===== config.mk =====
export PLATFORM = sky130hd
export DESIGN_NAME = bin_to_bcd_seq
export DESIGN_NICKNAME = d
export VERILOG_FILES = /design/src/rtl/bcd_pkg.sv /design/src/rtl/bcd_dabble_step.sv /design/src/rtl/bin_to_bcd_seq.sv
export SDC_FILE = /design/constraint.sdc
export NUM_CORES = 1
export LEC_CHECK = 0
export CAP_MARGIN = 20
export CORE_ASPECT_RATIO = 0.9
export CORE_MARGIN = 4
export CORE_UTILIZATION = 45
export DETAILED_ROUTE_END_ITERATION = 16
export GPL_ROUTABILITY_DRIVEN = 1
export PLACE_DENSITY_LB_ADDON = 0.08
export SKIP_LAST_GASP = 1
export SYNTH_ARGS = -nofsm -noshare
export SYNTH_HDL_FRONTEND = slang
export SYNTH_HIERARCHICAL = 1
export SYNTH_SLANG_ARGS = --single-unit
export TNS_END_PERCENT = 50

===== constraint.sdc =====
create_clock -name clock -period 1.9 [get_ports clock]
set_input_delay 0.38 -clock clock [delete_from_list [all_inputs] [get_ports clock]]
set_output_delay 0.38 -clock clock [all_outputs]
set_load 0.005 [all_outputs]

===== src/rtl/bcd_pkg.sv =====
// Shared types and constants for the sequential binary-to-BCD converter.
package bcd_pkg;

  typedef enum logic [1:0] {
    IDLE  = 2'd0,
    SHIFT = 2'd1,
    DONE  = 2'd2
  } state_t;

  localparam int BCD_DIGITS = 4;

  // Largest value representable in 'digits' decimal digits (10^digits - 1).
  function automatic int unsigned bcd_max(input int digits);
    int unsigned m;
    m = 1;
    for (int i = 0; i < digits; i++) begin
      m = m * 10;
    end
    return m - 1;
  endfunction

  localparam int unsigned BCD_MAX       = bcd_max(BCD_DIGITS);
  localparam logic [15:0] BCD_OVF_VALUE = 16'h9999;

endpackage


===== src/rtl/bcd_dabble_step.sv =====
// One double-dabble iteration: add 3 to every BCD nibble >= 5, then shift
// the whole {bcd, bin} register left by one bit.
module bcd_dabble_step
  import bcd_pkg::*;
#(
  parameter int BIN_W  = 14,
  parameter int DIGITS = 4
) (
  input  logic [4*DIGITS+BIN_W-1:0] reg_in,
  output logic [4*DIGITS+BIN_W-1:0] reg_out
);

  localparam int REG_W = 4*DIGITS + BIN_W;

  logic [REG_W-1:0] work;

  // Nibbles are <= 9 here, so the 4-bit add never needs a carry-out.
  always_comb begin
    work = reg_in;
    for (int d = 0; d < DIGITS; d++) begin
      if (work[BIN_W+4*d +: 4] >= 4'd5) begin
        work[BIN_W+4*d +: 4] = work[BIN_W+4*d +: 4] + 4'd3;
      end
    end
    reg_out = {work[REG_W-2:0], 1'b0};
  end

endmodule


===== src/rtl/bin_to_bcd_seq.sv =====
// Sequential binary-to-BCD converter feeding the seven-segment driver; outputs
// change only on the done cycle so the display never shows partial digits.
//
//   state | meaning
//   IDLE  | waiting for start; operand and mask captured on accept
//   SHIFT | one add-3/shift iteration per clock, BIN_W clocks total
//   DONE  | result (or all-nines on overflow) loaded into outputs
module bin_to_bcd_seq
  import bcd_pkg::*;
#(
  parameter int BIN_W  = 14,
  parameter int DIGITS = 4
) (
  input  logic                  clock,
  input  logic                  reset,
  input  logic                  start,
  input  logic [BIN_W-1:0]      bin,
  input  logic [DIGITS-1:0]     dp_in,
  output logic                  busy,
  output logic                  done,
  output logic [4*DIGITS-1:0]   value,
  output logic [DIGITS-1:0]     dots,
  output logic                  overflow
);

  localparam int REG_W = 4*DIGITS + BIN_W;
  localparam int CNT_W = (BIN_W > 1) ? $clog2(BIN_W + 1) : 1;
  localparam logic [CNT_W-1:0] CNT_LAST = CNT_W'(BIN_W - 1);
  localparam int unsigned LIMIT = bcd_max(DIGITS);
  localparam logic [4*DIGITS-1:0] NINES = {DIGITS{4'h9}};

  state_t            state_q;
  state_t            state_d;
  logic [REG_W-1:0]  sr_q;
  logic [REG_W-1:0]  sr_step;
  logic [CNT_W-1:0]  cnt_q;
  logic              ovf_pend_q;
  logic [DIGITS-1:0] dp_q;

  bcd_dabble_step #(
    .BIN_W  (BIN_W),
    .DIGITS (DIGITS)
  ) u_step (
    .reg_in  (sr_q),
    .reg_out (sr_step)
  );

  always_comb begin
    state_d = state_q;
    case (state_q)
      IDLE:    if (start) state_d = SHIFT;
      SHIFT:   if (cnt_q == CNT_LAST) state_d = DONE;
      DONE:    state_d = IDLE;
      default: state_d = IDLE;
    endcase
  end

  always_ff @(posedge clock) begin
    if (!reset) begin
      state_q    <= IDLE;
      sr_q       <= '0;
      cnt_q      <= '0;
      ovf_pend_q <= 1'b0;
      dp_q       <= '0;
      value      <= '0;
      dots       <= '0;
      overflow   <= 1'b0;
      busy       <= 1'b0;
      done       <= 1'b0;
    end else begin
      state_q <= state_d;
      busy    <= (state_d != IDLE);
      done    <= 1'b0;
      case (state_q)
        IDLE: begin
          if (start) begin
            sr_q       <= {{(4*DIGITS){1'b0}}, bin};
            dp_q       <= dp_in;
            ovf_pend_q <= (32'(bin) > LIMIT);
            cnt_q      <= '0;
          end
        end
        SHIFT: begin
          sr_q  <= sr_step;
          cnt_q <= cnt_q + CNT_W'(1);
        end
        DONE: begin
          // Overflowed operands still run the full iteration count so latency stays fixed.
          value    <= ovf_pend_q ? NINES : sr_q[REG_W-1 -: 4*DIGITS];
          dots     <= dp_q;
          overflow <= ovf_pend_q;
          done     <= 1'b1;
        end
        default: ;
      endcase
    end
  end

endmodule


### Yosys cells after proc, flatten, opt, wreduce, memory -nomap -nowiden

Cells that the tools add are included.
Widths: inputs -> output; s select.

* word-level logic and storage cells: 42
* flip-flop bits (word level): 64
* input port bits: 21
* output and inout bits: 23

* reduce and logical (&&, ||, !) cells: 5
* muxes and demuxes: 13
* eq/ne operators: 4
* magnitude comparators: 5
* add/subtract/negate cells: 5

Operator list (number)
* $pmux 30 s2: 1
* $mux 30: 1
* $ge 4x3->1 const B: 4
* $mux 16: 1
* $mux 4: 4
* $gt 14x14->1 const B: 1
* $add 4x2->4 const B: 3
* $pmux 4 s2: 1
* $add 4x1->4 const B: 1
* $eq 4x4->1 const B: 1
* $mux 2: 2
* $pmux 2 s2: 1
* $reduce_and 2->1: 2
* $reduce_bool 2->1: 2
* $add 3x2->3 const B: 1
* $mux 3: 1
* $eq 2x1->1 const B: 1
* $eq 2x2->1 const B: 1
* $logic_not 2->1: 1
* $ne 2x2->1 const B: 1
* $mux 1: 1

### Longest topological paths before layout

Gate-level depths: netlist of the first run.

* depth in word-level cells: 4
* gate-level depth with buffers: 6

### Modules after synthesis

Netlist of the first run, hierarchy kept.

By module, submodules not included
* bin_to_bcd_seq: cells each 255, sequential area each 1281.2 um^2, area an instance 2437.3 um^2, times used 1
* bcd_dabble_step: cells each 76, sequential area each 0.0 um^2, area an instance 501.7 um^2, times used 1

### Worst setup path before layout of the first run

No wires, ideal clock.

* path kind: flip-flop to flip-flop
* from: register state_q[0]
* to: register sr_q[22]
* slack: 584 ps
* stages on the path, launching flop included: 7
* arrival: 1199 ps
* required time: 1783 ps
* cells stage by stage: dfxtp_1 > nor2b_1 > buf_6 > and2_4 > buf_6 > buf_6 > a22o_1

* word-level cells in the longest chain between the ends: 3
* elaborated cells on any way between the ends: 6
* those cells by class: eq/ne (2); mux (1); reduce/logical (3)

Ends and longest elaborated chain
* start, declared: RTL line bin_to_bcd_seq.sv:32 `state_t state_q;`
* start signal, assigned: RTL line bin_to_bcd_seq.sv:71 `state_q <= state_d;`
* $eq 2x1->1 / $logic_not 2->1 (equally long branches): RTL line bin_to_bcd_seq.sv:74 `case (state_q)`
* $reduce_bool 2->1 (no line) / $ne 2x2->1 (equally long branches)
* $reduce_and 2->1 (no line)
* end signal, assigned: RTL line bin_to_bcd_seq.sv:77 `sr_q <= {{(4*DIGITS){1'b0}}, bin};`
* end signal, assigned: RTL line bin_to_bcd_seq.sv:84 `sr_q <= sr_step;`
* end, declared: RTL line bin_to_bcd_seq.sv:34 `logic [REG_W-1:0] sr_q;`

Parallel ways exist; a longest one is shown, timed or not.
A chain may end at the register's enable or synchronous reset.

### Final worst setup path of the first run

* from: register value[5]
* to: output port value[5]

RTL lines
* start, declared: RTL line bin_to_bcd_seq.sv:21 `output logic [4*DIGITS-1:0] value,`
* start signal, assigned: RTL line bin_to_bcd_seq.sv:89 `value <= ovf_pend_q ? NINES : sr_q[REG_W-1 -: 4*DIGITS];`

No word-level cell between the ends.

==> summary.txt, run 1 <==
Synth
  – Seq/Total Area, Yosys: 43.6%
  – Top FF cell, synth: dfxtp_1
  – Average cell area after synthesis: around 8.9 um2
  – Ys Warns: 6
  – Top-count cell post-synth: dfxtp_1
  – Ys async rst share: 0%
  – Mapped Area: 2940 um2
  – #FFs+latches synth: 64
  – Count of flip-flops with a built-in enable after synthesis: 0
  – Gate Count Post-Synth: around 330
  – Unique masters post-synth: 39
  – Synth top area share: 43.6%
  – Top cells by area, synth: dfxtp_1 44%, nand2_1 5.4%, a22o_1 4.8%
  – Commonest cells post-synth: 64 x dfxtp_1, 42 x nand2_1, 18 x o21ai_0
  – Cell taking the most area after synthesis: dfxtp_1
  – Syn Nets: 362

GRT
  – Initial antenna violation count: 0
  – Remaining Overflow, GRT: 0
  – First-pass GRT wire length: 10400 um
  – Routing usage on met2: 27.6%
  – Tot GR Track Use: between 15 and 20%
  – Largest net degree at the start of global routing: 24
  – GRT Max-Usage Layer: met2
  – Met1 usage: 19.5%
  – Vias in the first global route: 2321
  – Met3 Usage GRT: around 6.0%

Run
  – # Max-Cap Violations: 0

Setup path
  – Crit-path max cell delay: 510 ps
  – Crit-path cells: clkdlybuf4s50_1
  – R2R depth: 6
  – CP Max Fanout: 2
  – CP top delay family: buffers and inverters
  – Crit Path Class: flop to output port
  – Flop2flop setup slack: 470 ps
  – Critical path's slowest cell: clkdlybuf4s50_1
  – Critical Path Start Type: flop
  – Buffers and inverters on the worst path: 1
  – CP endpoint kind: output port
  – Critical Path AT: between 1000 and 1500 ps
  – Worst Path Required: 1520 ps
  – Reg2reg start: sr_q[15]
  – RR Endpoint: sr_q[16]

STA
  – Slew HR: between 50% and 60%
  – RSZ-0062 raised after global routing: no
  – Final setup viols: 0
  – Fin crit share: 81.9%
  – Fin crit period: 1560 ps
  – Final hold slack: 463 ps
  – Slew Viols, Final: 0
  – Worst Tran Pin Value: between 600 and 700 ps
  – Achievable Freq: 642 MHz
  – Worst setup skew after layout: about 11 ps
  – Setup WS post-layout: roughly 340 ps
  – Hold Fails Final Rpt: 0
  – Setup_tns: 0 ps

Routing
  – Antenna Nets Post-Route: 0
  – Via count: ~2300
  – Final wirelength: between 5000 and 6000 um
  – 1st-pass router iterations: 4
  – Post-DR vias/cell: 5.05
  – Wire per inst: 13.0 um
  – Initial drt markers: 70
  – DRC Markers: 0

Min path
  – Hold Crit Class: flop to flop
  – Hold path startpoint: value[10]
  – Hold path depth: 2
  – WHS Endpoint: value[10]

CTS
  – Post-CTS setup buffers: 0
  – Num CTS Buffers: 9
  – CTS tree: built
  – Clock Path Buffers: 2
  – H-tree Lvls: 3
  – Clk_lat worst skew: around 340 ps
  – Clock sink count: 64
  – Clk root buf: clkbuf_8
  – Cts hold-fix bufs: 0
  – Clk pin slew, worst setup/hold paths: approximately 70 ps
  – Cts repair resizes: 0

Final layout
  – Area Overhead vs Synth: 19.7%
  – Fin nets: 390
  – Final core occ: 56.6%
  – ANT cells: 0
  – Area of the multi-input gates: 1390 um2
  – Layout cells sized above 1: a little under a tenth
  – Fillcell total: 599
  – Register area: 1280 um2
  – Final Non-Filler Cells: between 400 and 500

Die
  – Die Height: around 85 um
  – Die X: 93.2 um
  – Initial core utilization: 47.3%
  – Core box area: 6220 um2
  – # IOs: 44
  – # rows: 27
  – Full die area: 7890 um2

Placed design
  – Routability Congestion: 0.763
  – Detail Placement HPWL: 4050 um
  – Port Buf Inserts: 43
  – Dpl ws: around 130 ps
  – Post-Place Cells: 435

Power
  – Pleak: 1.33 nW
  – VDD IR max: ~0.47 mV
  – P per Cell Area: around 770 nW/um2

Run status
  – Status: complete, no violations
## registers in the layout (all words and copies together), names as in the netlist
name and count:
state_q 2, busy 1, dots 4, cnt_q 4, dp_q 4, overflow 1
sr_q 30, done 1, value 16, ovf_pend_q 1
## logic make-up (layout without fill, tap and decap cells)
logic type,count (synthesis),in the layout,share of synthesized area (%)
buffers and inverters,47,80,8.98
AO/OA/AOI/OAI,90,90,20.5
adder cells (fa/ha/maj),10,10,4.26
XOR/XNOR,4,4,1.19
multiplexers,8,8,2.72
other,1,1,0.128
flip-flops,64,64,43.6
AND/OR/NAND/NOR,107,107,18.6
## final cells by class
class                      instances  area share (%)
inverter                          11            1.17
multi-input combinational        220            39.6
clock buffer                       9            3.52
clock inverter                     7            1.78
timing repair buffer              53            14.4
tap                               87            3.09
sequential                        64            36.4
## stage by stage
stage	instance area (um2)	total power, mW
final	3520	2.71
after global routing	3520	2.84
after CTS	3520	2.76
after detailed placement	3330	1.64
after global placement	3330	1.64
after floorplan	2940	1.60
## worst max-delay path by stage
| stage | endpoint | cells after the start | from |
|---|---|---|---|
| final | value[5] | 1 | value[5] |
| after global routing | value[9] | 1 | value[9] |
| after CTS | value[9] | 1 | value[9] |
| after detailed placement | dp_q[1] | 5 | start |
| after global placement | ovf_pend_q | 4 | bin[7] |
| after floorplan | sr_q[22] | 6 | state_q[0] |
## layout by cell type, fill, tap and decap left out, types with 2 or more instances in the layout
cell and instances:
inv_1 11, o21ai_0 18, nor2b_1 3, nand3b_1 8, a21boi_0 17, nand2_1 42
clkdlybuf4s50_1 43, nand2b_1 12, nor3b_1 9, nand3_1 4, clkinv_2 5, ha_1 10
o22ai_1 11, xnor2_1 4, buf_4 10, a21oi_1 15, clkbuf_8 9, o21ai_1 3
a21oi_2 4, mux2i_1 8, a22o_1 16, nor3_1 8, and2_1 2, nor2_1 13
dfxtp_1 64
## per-layer routing
metal / wire [um] / up-vias
met1: 2760 / 1049
met3: 267 / 5
li1: - / 1185
met5: 0 / -
met2: 2750 / 39
met4: 56 / 0
## where the power goes
group	internal (mW)	switching, mW	leakage, nW	total (mW)
registers	1.38	0.0282	0.521	1.41
logic	0.107	0.0932	0.712	0.200
clock network	0.593	0.512	0.0985	1.10
total	2.08	0.633	1.33	2.71
(Power assumes the default switching activity.)
==> inputs of run 2 (changes only) <==
==> constraint.sdc (replaced) <==
create_clock -name clock -period 1.4 [get_ports clock]
set_input_delay 0.28 -clock clock [delete_from_list [all_inputs] [get_ports clock]]
set_output_delay 0.28 -clock clock [all_outputs]
set_load 0.005 [all_outputs]
==> run 2 against run 1 <==
Effect of this change: the flow now finishes with violations (negative setup slack); sequential power rose by 35%; flip-flop and latch count stayed put; register-to-register slack got worse by 430 ps; die area unchanged; non-clock buffer count is 12 higher; first-iteration DRC count decreased by 10%; total power is 32% higher.
==> summary.txt, run 2 (synthesis results as in run 1) <==
Run status
  – Status: finished with violations
  – Failing checks: negative setup slack

Die
  – Die X: 93.2 um (unchanged)
  – Initial core utilization: 47.3% (unchanged)
  – # rows: 27 (unchanged)
  – Die Height: 84.7 um (unchanged)
  – Core box area: 6220 um2 (unchanged)
  – # IOs: 44 (unchanged)
  – Full die area: 7890 um2 (unchanged)

CTS
  – Clk_lat worst skew: 330 ps (about the same)
  – Cts hold-fix bufs: 0 (unchanged)
  – Clock Path Buffers: 2 (unchanged)
  – CTS tree: built
  – Clk root buf: clkbuf_8
  – Clock sink count: 64 (unchanged)
  – Post-CTS setup buffers: 0 (unchanged)
  – H-tree Lvls: 3 (unchanged)
  – Clk pin slew, worst setup/hold paths: 60 ps (about the same)
  – Num CTS Buffers: 9 (unchanged)

GRT
  – Tot GR Track Use: 16.9% (+0.60 points)
  – Vias in the first global route: 2357 (+1.6%)
  – Largest net degree at the start of global routing: 23 (-4.2%)
  – First-pass GRT wire length: 10600 um (+2.9%)
  – Initial antenna violation count: 0 (unchanged)
  – Remaining Overflow, GRT: 0 (unchanged)

Setup path
  – CP endpoint kind: output port
  – Crit-path cells: clkdlybuf4s50_1
  – Reg2reg start: sr_q[19]
  – WP depth: 1 (unchanged)
  – Critical path's slowest cell: clkdlybuf4s50_1
  – RR Endpoint: sr_q[20]
  – Flop2flop setup slack: 40 ps (-430 ps)
  – R2R depth: 6 (unchanged)
  – Critical Path Start Type: flop
  – CP top delay family: buffers and inverters
  – Crit-path max cell delay: 490 ps (-20 ps)
  – Worst Path Required: 1120 ps (-400 ps)
  – Buffers and inverters on the worst path: 1 (unchanged)
  – CP Max Fanout: 2 (unchanged)
  – Crit Path Class: flop to output port
  – Critical Path AT: 1140 ps (-40 ps)

Routing
  – DRC Markers: 0 (unchanged)
  – Initial drt markers: 63 (-10%)
  – Antenna Nets Post-Route: 0 (unchanged)
  – Wire per inst: 13.1 um (+1.4%)
  – 1st-pass router iterations: 4 (unchanged)
  – Final wirelength: 6070 um (+3.8%)
  – Post-DR vias/cell: 5.16 (+2.1%)
  – Via count: 2383 (+4.6%)

Final layout
  – Fin nets: 402 (+3.1%)
  – Register area: 1290 um2 (+0.68%)
  – Design area: 3660 um2 (+4.1%)
  – Commonest non-fill, non-tap cell in the layout: dfxtp_1
  – Largest register FFs: 30 (unchanged)
  – Regs by FF count: sr_q x30, value x16
  – Fillcell total: 599 (unchanged)
  – Biggest register: sr_q
  – Area Overhead vs Synth: 24.5%
  – Final Non-Filler Cells: 462 (+2.4%)
  – ANT cells: 0 (unchanged)
  – Most frequent cells in the layout: 57 x dfxtp_1, 42 x nand2_1, 23 x clkdlybuf4s50_1
  – Layout cells sized above 1: 13.6% (+4.3 points)
  – Area of the multi-input gates: 1410 um2 (+1.3%)
  – Final core occ: 58.9% (+2.3 points)

STA
  – Hold Fails Final Rpt: 0 (unchanged)
  – Achievable Freq: 706 MHz
  – Setup WS post-layout: -17.1 ps (-360 ps)
  – RSZ-0062 raised after global routing: yes
  – Worst setup skew after layout: 3.02 ps (-8.00 ps)
  – Fin crit share: 101%
  – Final setup viols: 2 (+2)
  – Slew Viols, Final: 0 (unchanged)
  – Fin crit period: 1420 ps

Min path
  – WHS Endpoint: value[13]
  – Hold path startpoint: value[13]
  – Hold path depth: 2 (unchanged)
  – Hold Crit Class: flop to flop

Placed design
  – Routability Congestion: 0.777 (+1.7%)
  – Post-Place Cells: 447 (+2.8%)
  – Port Buf Inserts: 43 (unchanged)
  – Dpl ws: -274 ps (-407 ps)
  – Post-DP Area: 3460 um2 (+3.8%)
  – Detail Placement HPWL: 4150 um (+2.6%)

Power
  – VDD IR max: 0.676 mV (+43%)
  – P per Cell Area: 977 nW/um2 (+27%)
  – Pleak: 1.62 nW (+22%)

Run
  – # Max-Cap Violations: 0 (unchanged)
==> run 2: where the power goes <==
group | switching (mW) | internal [mW] | leakage (nW)
logic | 0.142 | 0.165 | 1.01
registers | 0.0304 | 1.87 | 0.524
clock network | 0.631 | 0.734 | 0.0838
total | 0.803 | 2.77 | 1.62
==> run 2: repair_timing <==
item | in CTS | in global routing
gates cloned | 0 | 0
gates resized for setup | 12 | 19
pin swaps | 0 | 2
setup endpoints to repair | 23 | 22
==> run 2: worst max path at each step <==
stage                    start          to
detailed placement      bin[7]  ovf_pend_q
global route          sr_q[15]    sr_q[16]
finish               value[15]   value[15]
CTS                   value[2]    value[2]
global placement        bin[7]  ovf_pend_q
floorplan           state_q[0]    sr_q[22]
==> run 2: per-layer routing <==
| layer | wire [um] | vias up | global-route usage [%] |
|---|---|---|---|
| met3 | 281 | 9 | 5.38 |
| met5 | 0 | - | 0 |
| met4 | 86 | 0 | 5.99 |
| met2 | 2960 | 53 | 28.5 |
| met1 | 2740 | 1118 | 20.0 |
| li1 | - | 1203 | - |
==> run 2: final cells by class <==
| class | count | area share [%] |
|---|---|---|
| Multi-Input combinational cell | 220 | 38.6 |
| Clock buffer | 15 | 4.55 |
| Sequential cell | 64 | 35.2 |
| Timing Repair Buffer | 65 | 17.5 |
| Inverter | 11 | 1.13 |
| Tap cell | 87 | 2.97 |
==> run 2: per-stage QoR <==
stage | TNS [ps] | total power [mW] | hold slack, ps
6_report | -27.9 | 3.58 | 459
5_1_grt | -586 | 3.75 | 486
4_1_cts | -574 | 3.63 | 462
3_5_place_dp | -7790 | 2.25 | 453
3_3_place_gp | -7130 | 2.25 | 448
2_1_floorplan | 0 | 2.17 | 425
==> inputs of run 3 (changes only) <==
--- a/config.mk
+++ b/config.mk
@@ -6,15 +6,17 @@
 export NUM_CORES = 1
 export LEC_CHECK = 0
 export CAP_MARGIN = 20
+export CELL_PAD_IN_SITES_DETAIL_PLACEMENT = 1
+export CELL_PAD_IN_SITES_GLOBAL_PLACEMENT = 1
 export CORE_ASPECT_RATIO = 0.9
 export CORE_MARGIN = 4
-export CORE_UTILIZATION = 45
+export CORE_UTILIZATION = 36
 export DETAILED_ROUTE_END_ITERATION = 16
 export GPL_ROUTABILITY_DRIVEN = 1
 export PLACE_DENSITY_LB_ADDON = 0.08
 export SKIP_LAST_GASP = 1
+export SLEW_MARGIN = 30
 export SYNTH_ARGS = -nofsm -noshare
 export SYNTH_HDL_FRONTEND = slang
-export SYNTH_HIERARCHICAL = 1
 export SYNTH_SLANG_ARGS = --single-unit
 export TNS_END_PERCENT = 50
==> run 3 against run 2 <==
Effect of this change: the run still ends with negative setup slack left; critical path type unchanged; sequential share of layout area shrank 2.5 points; clock-buffer cell count shrank 2; critical path depth is the same; total power grew 12%; global-route usage grew 0.57 points; flip-flop and latch count is the same; fmax grew 0.17%; final cell count grew 8.4%; non-clock buffer count grew 27.
==> summary.txt, run 3 <==
CTS
  – Clk pin slew, worst setup/hold paths: 70 ps (about the same)
  – Cts hold-fix bufs: 0 (unchanged)
  – Num CTS Buffers: 9 (unchanged)
  – Clock Path Buffers: 2 (unchanged)
  – Clk_lat worst skew: 350 ps (+20 ps)
  – CTS tree: built
  – Clock sink count: 64 (unchanged)
  – H-tree Lvls: 3 (unchanged)
  – Clk root buf: clkbuf_8

Run status
  – Status: finished with violations
  – Failing checks: negative setup slack

Power
  – Clock share of power: 43.6% (+5.4 points)
  – Pwr Total: 4.01 mW (+12%)
  – Int Pwr: 3.12 mW (+12%)
  – Combinational fraction of design power: 8.7% (about the same)
  – Net load switching power: 894 uW (+11%)
  – Pleak: 1.71 nW (+5.3%)
  – Switching portion of total power: 22.3% (-0.16 points)
  – Reg power frac: 47.6% (-5.7 points)
  – P per Cell Area: 1010 nW/um2 (+3.6%)
  – VDD IR max: 0.534 mV (-21%)

Setup path
  – Critical path's slowest cell: clkdlybuf4s50_1
  – Crit Path Class: flop to output port
  – Buffers and inverters on the worst path: 1 (unchanged)
  – Worst Path Required: 1120 ps (about the same)
  – Reg2reg start: sr_q[23]
  – Crit-path cells: clkdlybuf4s50_1
  – CP top delay family: buffers and inverters
  – Critical Path Start Type: flop
  – CP Max Fanout: 1 (-1)
  – Flop2flop setup slack: 30 ps (about the same)
  – CP endpoint kind: output port
  – R2R depth: 6 (unchanged)
  – Crit-path max cell delay: 490 ps (about the same)
  – Critical Path AT: 1130 ps (about the same)
  – RR Endpoint: sr_q[24]

Min path
  – Hold Crit Class: flop to flop
  – Hold path startpoint: sr_q[27]
  – WHS Endpoint: sr_q[27]
  – Hold path depth: 2 (unchanged)

Routing
  – Post-DR vias/cell: 4.96 (-3.9%)
  – DRC Markers: 0 (unchanged)
  – Antenna Nets Post-Route: 0 (unchanged)
  – Wire per inst: 15.3 um (+17%)
  – WL met1: 3830 um (+40%)
  – Met2 wire length: 3560 um (+20%)
  – Wire length on met3: 240 um (-15%)
  – Top layer in use: met4
  – 1st-pass router iterations: 4 (unchanged)
  – Via count: 2483 (+4.2%)
  – Final wirelength: 7690 um (+27%)
  – Initial drt markers: 95 (+51%)

STA
  – Fin crit period: 1410 ps (-2.41 ps)
  – Final hold slack: 452 ps (-6.84 ps)
  – Setup WS post-layout: -14.7 ps (+2.41 ps)
  – Slew Viols, Final: 0 (unchanged)
  – Hold Fails Final Rpt: 0 (unchanged)
  – Slew HR: 63.4%
  – Worst Tran Pin Value: 549 ps
  – Fin crit share: 101% (-0.17 points)
  – Final setup viols: 1 (-1)
  – Worst setup skew after layout: 10.0 ps (+7.01 ps)
  – Achievable Freq: 707 MHz (+0.17%)
  – RSZ-0062 raised after global routing: yes

GRT
  – Largest net degree at the start of global routing: 45 (+96%)
  – Initial antenna violation count: 0 (unchanged)
  – Vias in the first global route: 2600 (+10%)
  – First-pass GRT wire length: 12800 um (+20%)
  – Remaining Overflow, GRT: 0 (unchanged)
  – Tot GR Track Use: 17.4% (+0.57 points)

Run
  – # Max-Cap Violations: 0 (unchanged)

Synth
  – Top cells by area, synth: dfxtp_1 46%, o21ai_0 5.7%, nand2_1 4.6%
  – Gate Count Post-Synth: 316 (-4.5%)
  – Syn Nets: 347 (-4.1%)
  – Average cell area after synthesis: 8.87 um2 (-0.16%)
  – Count of flip-flops with a built-in enable after synthesis: 0 (unchanged)
  – Top FF cell, synth: dfxtp_1
  – Unique masters post-synth: 39 (unchanged)
  – Mapped Area: 2800 um2 (-4.7%)
  – Ys async rst share: 0% (unchanged)
  – Top-count cell post-synth: dfxtp_1
  – #FFs+latches synth: 64 (unchanged)
  – Cell taking the most area after synthesis: dfxtp_1
  – Synth top area share: 45.7% (+2.1 points)
  – Ys Warns: 0 (-6)
  – Seq/Total Area, Yosys: 45.7% (+2.1 points)
  – Commonest cells post-synth: 64 x dfxtp_1, 34 x nand2_1, 32 x o21ai_0

Final layout
  – ANT cells: 0 (unchanged)
  – Regs by FF count: sr_q x30, value x16
  – Area Overhead vs Synth: 41.4%
  – Design area: 3960 um2 (+8.2%)
  – Largest register FFs: 30 (unchanged)
  – Commonest non-fill, non-tap cell in the layout: dfxtp_1
  – Layout cells sized above 1: 24.4% (+11 points)
  – Biggest register: sr_q
  – Most frequent cells in the layout: 51 x dfxtp_1, 45 x buf_4, 34 x nand2_1
  – Fin nets: 431 (+7.2%)

Placed design
  – Routability Congestion: 0.806 (+3.8%)
  – Detail Placement HPWL: 5420 um (+31%)
  – Port Buf Inserts: 43 (unchanged)
  – Post-DP Area: 3650 um2 (+5.6%)

Die
  – Die X: 101 um (+8.4%)
  – # rows: 30 (+11%)
  – Initial core utilization: 37.1% (-10 points)
  – Core box area: 7540 um2 (+21%)
  – # IOs: 44 (unchanged)
  – Die Height: 91.7 um (+8.3%)
  – Full die area: 9260 um2 (+17%)
run 3: cell count changes after synthesis, moves of 5 or more:
cell and change:
nand2_1 -8, a22o_1 -16, buf_4 -15, nor3_1 +5, nand2b_1 -7, o21ai_0 +14
run 3: power groups by stage:
stage | Clock (mW) | Sequential [mW] | Combinational [mW]
CTS | 1.81 | 1.91 | 0.355
global route | 1.88 | 1.92 | 0.386
floorplan | 0 | 1.94 | 0.183
global placement | 0 | 1.95 | 0.346
detailed placement | 0 | 1.95 | 0.353
finish | 1.75 | 1.91 | 0.351
run 3: worst max path at each step:
stage	start	end	depth (start not counted)	slack, ps
finish	done	done	1	-10
global route	sr_q[27]	sr_q[28]	6	-90
CTS	sr_q[19]	sr_q[20]	6	-100
detailed placement	start	dp_q[1]	5	-290
global placement	start	cnt_q[2]	6	-270
floorplan	sr_q[19]	sr_q[20]	6	-30
run 3: through the flow:
stage / util, % / worst slack [ps] / TNS, ps / std cells
after global placement: 48.4 / -272 / -4600 / 482
after CTS: 51.3 / -97.3 / -988 / 499
after floorplan: - / -31.3 / -48.6 / 316
after global routing: 52.5 / -85.2 / -208 / 501
final: 52.5 / -14.7 / -14.7 / 501
after detailed placement: 48.4 / -287 / -5440 / 482
run 3: final cells by class:
type | count | area [um2]
tap | 96 | 120
fill | 886 | 3580
timing repair buffer | 92 | 858
sequential | 64 | 1300
inverter | 11 | 41.3
multi-input combinational | 222 | 1430
clock inverter | 3 | 65.1
clock buffer | 13 | 149
run 3: what timing repair did:
item	in CTS	in global routing
setup endpoints to repair	28	48
gates resized for setup	19	38
buffers inserted	1	2
pin swaps	1	4
run 3: kinds of logic (layout without fill, tap and decap cells):
group	count (synthesis)	in the layout	synth area share, %
AND/OR/NAND/NOR	108	108	20.5
XOR/XNOR	6	6	1.88
flip-flops	64	64	45.7
adder cells (fa/ha/maj)	10	10	4.47
multiplexers	8	8	3.04
buffers and inverters	30	119	5.18
AO/OA/AOI/OAI	90	90	19.2
run 3: layer usage:
layer / GRT usage (%) / vias to the layer above
met2: 27.1 / 35
li1: - / 1272
met3: 4.26 / 7
met1: 23.8 / 1169
met4: 5.32 / 0
met5: 0 / -
